**src/rtl/run_feeder_pkg.sv**
```systemverilog
// Shared types and constants for the run feeder: FSM states and key field layout.
package run_feeder_pkg;

  typedef enum logic [1:0] {
    StIdle,
    StData,
    StTerm,
    StDone
  } state_e;

  localparam int unsigned KEY_LSB = 0;
  localparam int unsigned KEY_W   = 32;
  localparam logic [KEY_W-1:0] TERM_KEY = '0;

endpackage

```
**src/rtl/run_feeder_obuf.sv**
```systemverilog
// Two-entry first-word-fall-through buffer; dout reads 0 while empty.
module run_feeder_obuf #(
  parameter int unsigned WIDTH = 512
) (
  input  logic             clk,
  input  logic             rst,
  input  logic             push,
  input  logic             pop,
  input  logic [WIDTH-1:0] din,
  output logic [WIDTH-1:0] dout,
  output logic             full,
  output logic             empty,
  output logic [1:0]       count
);

  logic [WIDTH-1:0] head_q, head_d, tail_q, tail_d;
  logic [1:0]       cnt_q, cnt_d;
  logic             pop_eff, push_eff;

  always_comb begin
    head_d   = head_q;
    tail_d   = tail_q;
    cnt_d    = cnt_q;
    pop_eff  = pop & (cnt_q != 2'd0);
    // A push into a full buffer is only accepted alongside a pop.
    push_eff = push & ((cnt_q != 2'd2) | pop_eff);
    unique case ({push_eff, pop_eff})
      2'b10: begin
        if (cnt_q == 2'd0) head_d = din;
        else               tail_d = din;
        cnt_d = cnt_q + 2'd1;
      end
      2'b01: begin
        head_d = tail_q;
        tail_d = '0;
        cnt_d  = cnt_q - 2'd1;
      end
      2'b11: begin
        if (cnt_q == 2'd1) begin
          head_d = din;
        end else begin
          head_d = tail_q;
          tail_d = din;
        end
      end
      default: ;
    endcase
  end

  always_ff @(posedge clk) begin
    if (rst) begin
      head_q <= '0;
      tail_q <= '0;
      cnt_q  <= 2'd0;
    end else begin
      head_q <= head_d;
      tail_q <= tail_d;
      cnt_q  <= cnt_d;
    end
  end

  assign empty = (cnt_q == 2'd0);
  assign full  = (cnt_q == 2'd2);
  assign count = cnt_q;
  assign dout  = empty ? '0 : head_q;

endmodule

```
**src/rtl/run_feeder.sv**
```systemverilog
// Slices an FWFT source into runs of run_len beats, each followed by an all-zero terminator.
// Optional key-order checker enabled by defining RUN_FEEDER_ORDER_CHECK_EN.
module run_feeder
  import run_feeder_pkg::*;
#(
  parameter int unsigned DATA_WIDTH = 512,
  parameter int unsigned LEN_W      = 16
) (
  input  logic                  i_clk,
  input  logic                  i_rst,
  input  logic                  i_cfg_valid,
  input  logic [LEN_W-1:0]      i_run_len,
  input  logic [LEN_W-1:0]      i_num_runs,
  input  logic [DATA_WIDTH-1:0] i_src_data,
  input  logic                  i_src_empty,
  output logic                  o_src_read,
  output logic [DATA_WIDTH-1:0] o_data,
  output logic                  o_empty,
  input  logic                  i_read,
  output logic                  o_busy,
  output logic                  o_done,
  output logic                  o_order_err
);

  state_e                state_q, state_d;
  logic [LEN_W-1:0]      run_len_q, run_len_d, num_runs_q, num_runs_d;
  logic [LEN_W-1:0]      beat_cnt_q, beat_cnt_d, run_cnt_q, run_cnt_d;
  logic                  push, can_push, start;
  logic [DATA_WIDTH-1:0] push_data;
  logic                  buf_full;
  logic [1:0]            buf_count;

  assign can_push = ~buf_full | i_read;
  assign o_done   = (state_q == StDone) & (buf_count == 2'd0);
  assign o_busy   = (state_q != StIdle);
  // A finished feeder accepts a new start exactly like an idle one.
  assign start    = i_cfg_valid & ((state_q == StIdle) | o_done);

  always_comb begin
    state_d    = state_q;
    run_len_d  = run_len_q;
    num_runs_d = num_runs_q;
    beat_cnt_d = beat_cnt_q;
    run_cnt_d  = run_cnt_q;
    o_src_read = 1'b0;
    push       = 1'b0;
    push_data  = i_src_data;
    unique case (state_q)
      StIdle, StDone: begin
        if (start) begin
          run_len_d  = i_run_len;
          num_runs_d = i_num_runs;
          beat_cnt_d = '0;
          run_cnt_d  = '0;
          if (i_num_runs == '0)     state_d = StDone;
          else if (i_run_len == '0) state_d = StTerm;
          else                      state_d = StData;
        end
      end
      StData: begin
        if (~i_src_empty & can_push) begin
          o_src_read = 1'b1;
          push       = 1'b1;
          if (beat_cnt_q == run_len_q - LEN_W'(1)) begin
            beat_cnt_d = '0;
            state_d    = StTerm;
          end else begin
            beat_cnt_d = beat_cnt_q + LEN_W'(1);
          end
        end
      end
      StTerm: begin
        if (can_push) begin
          push      = 1'b1;
          push_data = DATA_WIDTH'(TERM_KEY);
          run_cnt_d = run_cnt_q + LEN_W'(1);
          if (run_cnt_q == num_runs_q - LEN_W'(1)) state_d = StDone;
          else if (run_len_q == '0)                state_d = StTerm;
          else                                     state_d = StData;
        end
      end
      default: state_d = StIdle;
    endcase
  end

  always_ff @(posedge i_clk) begin
    if (i_rst) begin
      state_q    <= StIdle;
      run_len_q  <= '0;
      num_runs_q <= '0;
      beat_cnt_q <= '0;
      run_cnt_q  <= '0;
    end else begin
      state_q    <= state_d;
      run_len_q  <= run_len_d;
      num_runs_q <= num_runs_d;
      beat_cnt_q <= beat_cnt_d;
      run_cnt_q  <= run_cnt_d;
    end
  end

  run_feeder_obuf #(
    .WIDTH (DATA_WIDTH)
  ) u_obuf (
    .clk   (i_clk),
    .rst   (i_rst),
    .push  (push),
    .pop   (i_read),
    .din   (push_data),
    .dout  (o_data),
    .full  (buf_full),
    .empty (o_empty),
    .count (buf_count)
  );

`ifdef RUN_FEEDER_ORDER_CHECK_EN
  logic [KEY_W-1:0] prev_key_q, push_key;
  logic             err_q;

  assign push_key = i_src_data[KEY_LSB +: KEY_W];

  // Keys must be non-zero and non-decreasing within a run.
  always_ff @(posedge i_clk) begin
    if (i_rst) begin
      prev_key_q <= '0;
      err_q      <= 1'b0;
    end else if (push && state_q == StData) begin
      if (push_key == TERM_KEY || push_key < prev_key_q) err_q <= 1'b1;
      prev_key_q <= push_key;
    end else if (push && state_q == StTerm) begin
      prev_key_q <= '0;
    end
  end

  assign o_order_err = err_q;
`else
  assign o_order_err = 1'b0;
`endif

endmodule

```
**config.mk**
```make
export PLATFORM = sky130hd
export DESIGN_NAME = run_feeder
export DESIGN_NICKNAME = d
export VERILOG_FILES = /design/src/rtl/run_feeder_pkg.sv /design/src/rtl/run_feeder_obuf.sv /design/src/rtl/run_feeder.sv
export SDC_FILE = /design/constraint.sdc
export NUM_CORES = 2
export LEC_CHECK = 0
export CAP_MARGIN = 20
export CELL_PAD_IN_SITES_DETAIL_PLACEMENT = 1
export CELL_PAD_IN_SITES_GLOBAL_PLACEMENT = 1
export CORE_AREA = 5 5 415 417
export CTS_BUF_LIST = sky130_fd_sc_hd__clkbuf_2
export CTS_CLUSTER_SIZE = 12
export DETAILED_ROUTE_END_ITERATION = 8
export DIE_AREA = 0 0 420 422
export PLACE_DENSITY = 0.72
export SYNTH_ARGS = -nofsm -noshare
export SYNTH_HDL_FRONTEND = slang
export SYNTH_SLANG_ARGS = --single-unit
```
**constraint.sdc**
```tcl
create_clock -name i_clk -period 6.88 [get_ports i_clk]
set_input_delay 1.376 -clock i_clk [delete_from_list [all_inputs] [get_ports i_clk]]
set_output_delay 1.376 -clock i_clk [all_outputs]
set_load 0.02 [all_outputs]
```
Yosys cells after proc, flatten, opt, wreduce, memory -nomap -nowiden
Cells that the tools add are included.

word-level totals
  bits in registers = 1092
  input port bits = 549
  output and inout port bits = 517
  logic and storage cells = 89

cells by class
  add/subtract/negate cells = 6
  equality and inequality tests = 18
  muxes and demuxes = 29
  bitwise gates (word level) = 10
  reductions and logical operators = 18

operators by type and width
  cell                                                                   number
  512-bit 2-to-1 mux                                                     7
  512-bit one-hot mux with 3 select lines                                2
  16-bit 2-to-1 mux                                                      4
  16-bit one-hot mux with 2 select lines                                 2
  16-bit logical NOT                                                     3
  16-bit by 1-bit adder with 16-bit output (second input constant)       2
  16-bit == test                                                         2
  16-bit by 1-bit subtractor with 16-bit output (second input constant)  2
  2-bit 2-to-1 mux                                                       8
  2-bit inequality test (second input constant)                          7
  2-bit == test (second input constant)                                  5
  2-bit nonzero test                                                     5
  3-bit AND reduction                                                    3
  2-bit by 1-bit == test with 1-bit output (second input constant)       3
  2-bit one-hot mux with 3 select lines                                  1
  1-bit AND                                                              5
  2-bit logical NOT                                                      2
  2-bit one-hot mux with 2 select lines                                  1
  2-bit AND reduction                                                    2
  4-bit AND reduction                                                    1
  1-bit 2-to-1 mux                                                       3
  1-bit OR                                                               3
  3-bit nonzero test                                                     1
  2-bit by 1-bit adder with 2-bit output (second input constant)         1
  5 further kinds                                                        6

Depth between registers and ports, before layout
  depth in word-level cells = 10
  mapped depth = 15
  depth with buffers taken out = 11

By module
From an unflattened synthesis, not the netlist that was laid out.

unflattened totals
  cells, all modules = 6798
  area, all modules = 52396.5 um^2

modules (own cells, without submodules)
  module           times used  cells an instance  area each (um^2)  sequential area each (um^2)
  run_feeder_obuf  1           5715               45038.2           20539.7
  run_feeder       1           1083               7358.3            1321.3

Worst setup path after synthesis
Ideal clock, no wire load.

  kind = input-to-reg
  from = in i_read
  to = reg u_obuf.tail_q[380]
  library setup time = 0.065 ns
  arrival = 4.488 ns
  data required time = 6.815 ns
  path slack = 2.327 ns
  stages on the path = 12
  buffers on the path = 3
  cells stage by stage = and2b_2 > nor3b_1 > o211a_1 > inv_1 > ha_1 > a221o_1 > clkbuf_1 > a211oi_1 > clkbuf_1 > clkbuf_1 > a22oi_1 > nor2_1

between the ends
  longest elaborated chain between the ends = 8
  elaborated cells between the ends (all ways) = 20
  classes of those cells = eq/ne: 5; mux: 8; bitwise: 5; reduce/logical: 2

ends and longest elaborated chain
  item                                                                          RTL line               RTL
  start: declaration                                                            run_feeder.sv:19       input logic i_read,
  1-bit OR                                                                      run_feeder.sv:33       assign can_push = ~buf_full | i_read;
  1-bit AND                                                                     run_feeder.sv:61       if (~i_src_empty & can_push) begin
  1-bit 2-to-1 mux                                                              run_feeder.sv:61
  1-bit one-hot mux with 2 select lines                                         run_feeder.sv:48       unique case (state_q)
  1-bit AND                                                                     run_feeder_obuf.sv:26  push_eff = push & ((cnt_q != 2'd2) | pop_eff);
  2-bit == test or 2-bit by 1-bit == test with 1-bit output (tied branches)     run_feeder_obuf.sv:27  unique case ({push_eff, pop_eff})
  2-bit inequality test (no source line) or 3-bit nonzero test (tied branches)  --
  3-bit AND reduction (no source line)                                          --
  end signal: assignment                                                        run_feeder_obuf.sv:57  tail_q <= tail_d;
  end: declaration                                                              run_feeder_obuf.sv:16  logic [WIDTH-1:0] head_q, head_d, tail_q, tail_d;

Parallel ways exist; a longest one is shown, timed or not. The select of a mux whose other input is x is not followed.
A chain may end at the register's enable or synchronous reset.

Worst setup path in the final report
  from = reg u_obuf.cnt_q[0], in the netlist u_obuf.count[0]
  to = out o_data[344]

between the ends
  longest elaborated chain between the ends = 2

ends and longest elaborated chain
  item                      RTL line               RTL
  start: declaration        run_feeder_obuf.sv:17  logic [1:0] cnt_q, cnt_d;
  start signal: assignment  run_feeder_obuf.sv:58  cnt_q <= cnt_d;
  2-bit logical NOT         run_feeder_obuf.sv:62  assign empty = (cnt_q == 2'd0);
  512-bit 2-to-1 mux        run_feeder_obuf.sv:65  assign dout = empty ? '0 : head_q;
  end: declaration          run_feeder.sv:17       output logic [DATA_WIDTH-1:0] o_data,

Every way passes these cells.

==> key figures <==
Routing
  – Final Routed Wirelength: 198400 um
  – DRC: 0
  – Vias/cell: 5.257
  – Average wire per standard cell: 22.89 um
  – Number of iterations in the first detailed-routing pass: 6
  – Iteration-0 DRC Markers: 3323
  – Routed via count: about 46000
  – Post-DRT Antenna Nets: 0

Yosys
  – EDFF count, synth: 0
  – Async set-or-reset flop fraction in the synthesized netlist: 0%
  – Top post-synthesis cells by area: dfxtp_1 (49%), a221oi_1 (10%), nor2_1 (9.1%), a22oi_1 (8.6%), nor2b_1 (7.2%)
  – Post-synth top area share: 49.11%
  – Synth warn: 0
  – Synthesized netlist net count: 5702
  – Largest area contributor in the netlist: dfxtp_1
  – Flops & latches, synth: roughly 1100
  – Synth cell count leaders: dfxtp_1 (1092), nor2_1 (1078), clkbuf_1 (527), nor3_1 (521), nor2b_1 (514)
  – Mapped Cells: about 5100
  – Netlist cell types: 62
  – Top-count cell post-synth: dfxtp_1
  – Post-Synthesis Mean Instance Area: 8.665 um2
  – Sequential-to-total area share from yosys stat: 49.11%
  – Top_reg_cell synth: dfxtp_1
  – Mapped Area: between 40000 and 50000 um2

Clock tree
  – TritonCTS Sinks: approximately 1100
  – TritonCTS clock tree: yes
  – H-tree depth: 5
  – CTS resizes: 0
  – Inserted Clock Buffers: approximately 320
  – Clock Pin Slew Worst Setup and Hold Paths: 0.12 ns
  – Worst skew pair latency: around 1.8 ns
  – Setup bufs post-CTS: 0
  – CTS Buffer Depth: 4
  – Root Driver: clkbuf_2

Setup path
  – CP Capture Point: o_data[344]
  – RR Endpoint: u_obuf.tail_q[88]
  – Setup CP Type: reg2out
  – Worst setup EP type: primary output
  – R2r setup slk: 2.24 ns
  – Crit path DAT: 5.12 ns
  – Crit path max fanout: 180
  – CP startpoint: u_obuf.count[0]
  – CP Data Required Time: roughly 5.5 ns
  – Startpoint Class: flop
  – Worst Reg-to-Reg Cells: 13
  – Reg2reg start: u_obuf.count[0]

Timing
  – Setup-failing EPs final: 0
  – Final Cycle Share: 94.46%
  – Final WS setup: 0.3810 ns
  – Final Max Tran Viols: 0
  – Final Hold Vio Count: 0
  – FMAX: 153.9 MHz
  – Fin crit period: 6.499 ns
  – Unrepaired setup endpoints after global routing: false
  – Slew HR: 2.678%
  – Final TNS setup: 0 ns
  – Slew @ Worst Pin: 1.460 ns
  – Skew final: 0.1772 ns

Final layout
  – Area growth, synth to finish: 36.91%
  – Register Area: between 20000 and 25000 um2
  – Final net count: 6754
  – Proportion of layout cells with a drive suffix above 1: a little under a tenth
  – Finished Layout Cells: 8668
  – Fill cell count: ~20000
  – Area of the multi-input gates: around 21000 um2

Power
  – Fraction of power consumed by sequential logic: 40.0%
  – Combinational share of power: 39.0%
  – VDD IR max: 0.0002451 V
  – Clock power share: between 20% and 30%
  – Static Leak: around 21 nW
  – Switch share: 41.46%
  – Power Density: about 370 nW/um2
  – NetSw: 0.009466 W
  – Int Pwr: 0.01337 W

Floorplan
  – Full die area: between 150000 and 200000 um2
  – Die height: 422 um
  – FP Rows: between 150 and 200
  – I/O Pins: approximately 1100
  – Chip width: about 420 um
  – Placeable Area: 168300 um2
  – Initial Util: about a quarter

GRT
  – Initial antenna violation count: 64
  – Total gr overflow: 0
  – Gr usage total: 21.14%
  – Vias in the first global route: 46600
  – Largest net degree at the start of global routing: 223
  – First-pass GRT wire length: 293000 um

Run status
  – Outcome: complete, no violations

Placed design
  – Number of port buffers: approximately 1100
  – GPL Wtd Cong: roughly 0.90
  – DP Cell Count: 7975
  – Dpl ws: 1.498 ns
  – Dpl hpwl: 133000 um

Hold path
  – Hold crit path type: in2reg
  – Hold path start: i_src_data[77]

Job
  – Max_cap viols: 0
-- timing repair --
action | CTS | global route
endpoints found under the setup margin | 0 | 0
endpoints found under the hold margin | 145 | 0
hold buffers | 108 | 0
-- worst min path at each step --
stage,end,cells past startpoint,slack [ns]
detailed placement,num_runs_q[11],2,0.47
global route,u_obuf.tail_q[194],3,0.05
CTS,u_obuf.tail_q[421],3,0.00009
finish,u_obuf.tail_q[77],3,0.31
floorplan,num_runs_q[11],2,0.44
global placement,num_runs_q[11],2,0.46
-- sequential cells by signal, summed over array words and instances (netlist names) --
register / flops
run_cnt_q: 16
u_obuf.head_q: 512
num_runs_q: 16
run_len_q: 16
beat_cnt_q: 16
u_obuf.count: 2
u_obuf.tail_q: 512
state_q: 2
-- power groups by stage --
stage,Clock (W),Combinational [W],Sequential (W)
after floorplan,0,0.00583,0.00885
after global placement,0,0.00860,0.00914
after detailed placement,0,0.00883,0.00922
after CTS,0.00500,0.00893,0.00909
after global routing,0.00538,0.00970,0.00930
final,0.00480,0.00891,0.00912
-- per-stage QoR --
step                instance area, um2  hold slack, ns  total power (W)  utilization (%)
CTS                              60790      0.00009126          0.02303            36.11
global route                     60930         0.04647          0.02439            36.20
finish                           60940          0.3072          0.02283            36.20
detailed placement               57050          0.4702          0.01805            33.89
global placement                 57050          0.4607          0.01773            33.89
floorplan                        44510          0.4438          0.01467                -
-- logic make-up after synthesis --
kind of cell	after synthesis	share of synthesized area (%)
other	1	0.008424
buffers and inverters	552	4.747
DFF	1092	49.11
muxes	7	0.1630
xor gates and xnor gates	69	1.358
AOI/OAI and AO/OA	1108	19.91
adders and majority gates	16	0.4497
and+or+nand+nor	2292	24.25
-- per-layer routing --
metal  track usage [%]  wire length, um
met5                 0              169
met4             13.20            11660
met3             5.500            12720
met2             34.27            94740
met1             24.88            79100
-- critical path: stages, from the launching register on --
cell and delay [ns]:
dfxtp_1 0.38, inv_1 0.10, ha_4 0.37, buf_12 0.28, nor2b_1 1.02, clkdlybuf4s50_1 0.76
-- cells in the final DEF (no fill, tap or decap), drive strengths merged, types with 58 or more instances in the layout --
master,Yosys,final
a221oi,513,513
dfxtp,1092,1092
clkdlybuf4s50,0,1063
diode,0,58
nand2,94,94
nor2,1078,1078
dlygate4sd3,0,108
a22oi,512,512
clkinv,0,63
clkbuf,528,457
nor3,521,521
buf,6,92
nor2b,514,514
-- layout make-up --
type | instances | area share, %
Antenna cell | 58 | 0.2381
Timing Repair Buffer | 1263 | 21.04
Clock inverter | 69 | 0.6118
Inverter | 18 | 0.1109
Multi-Input combinational cell | 3493 | 33.83
Clock buffer | 457 | 3.753
Tap cell | 2218 | 4.554
Sequential cell | 1092 | 35.87
Note: power is estimated with default switching activity, not from simulation.
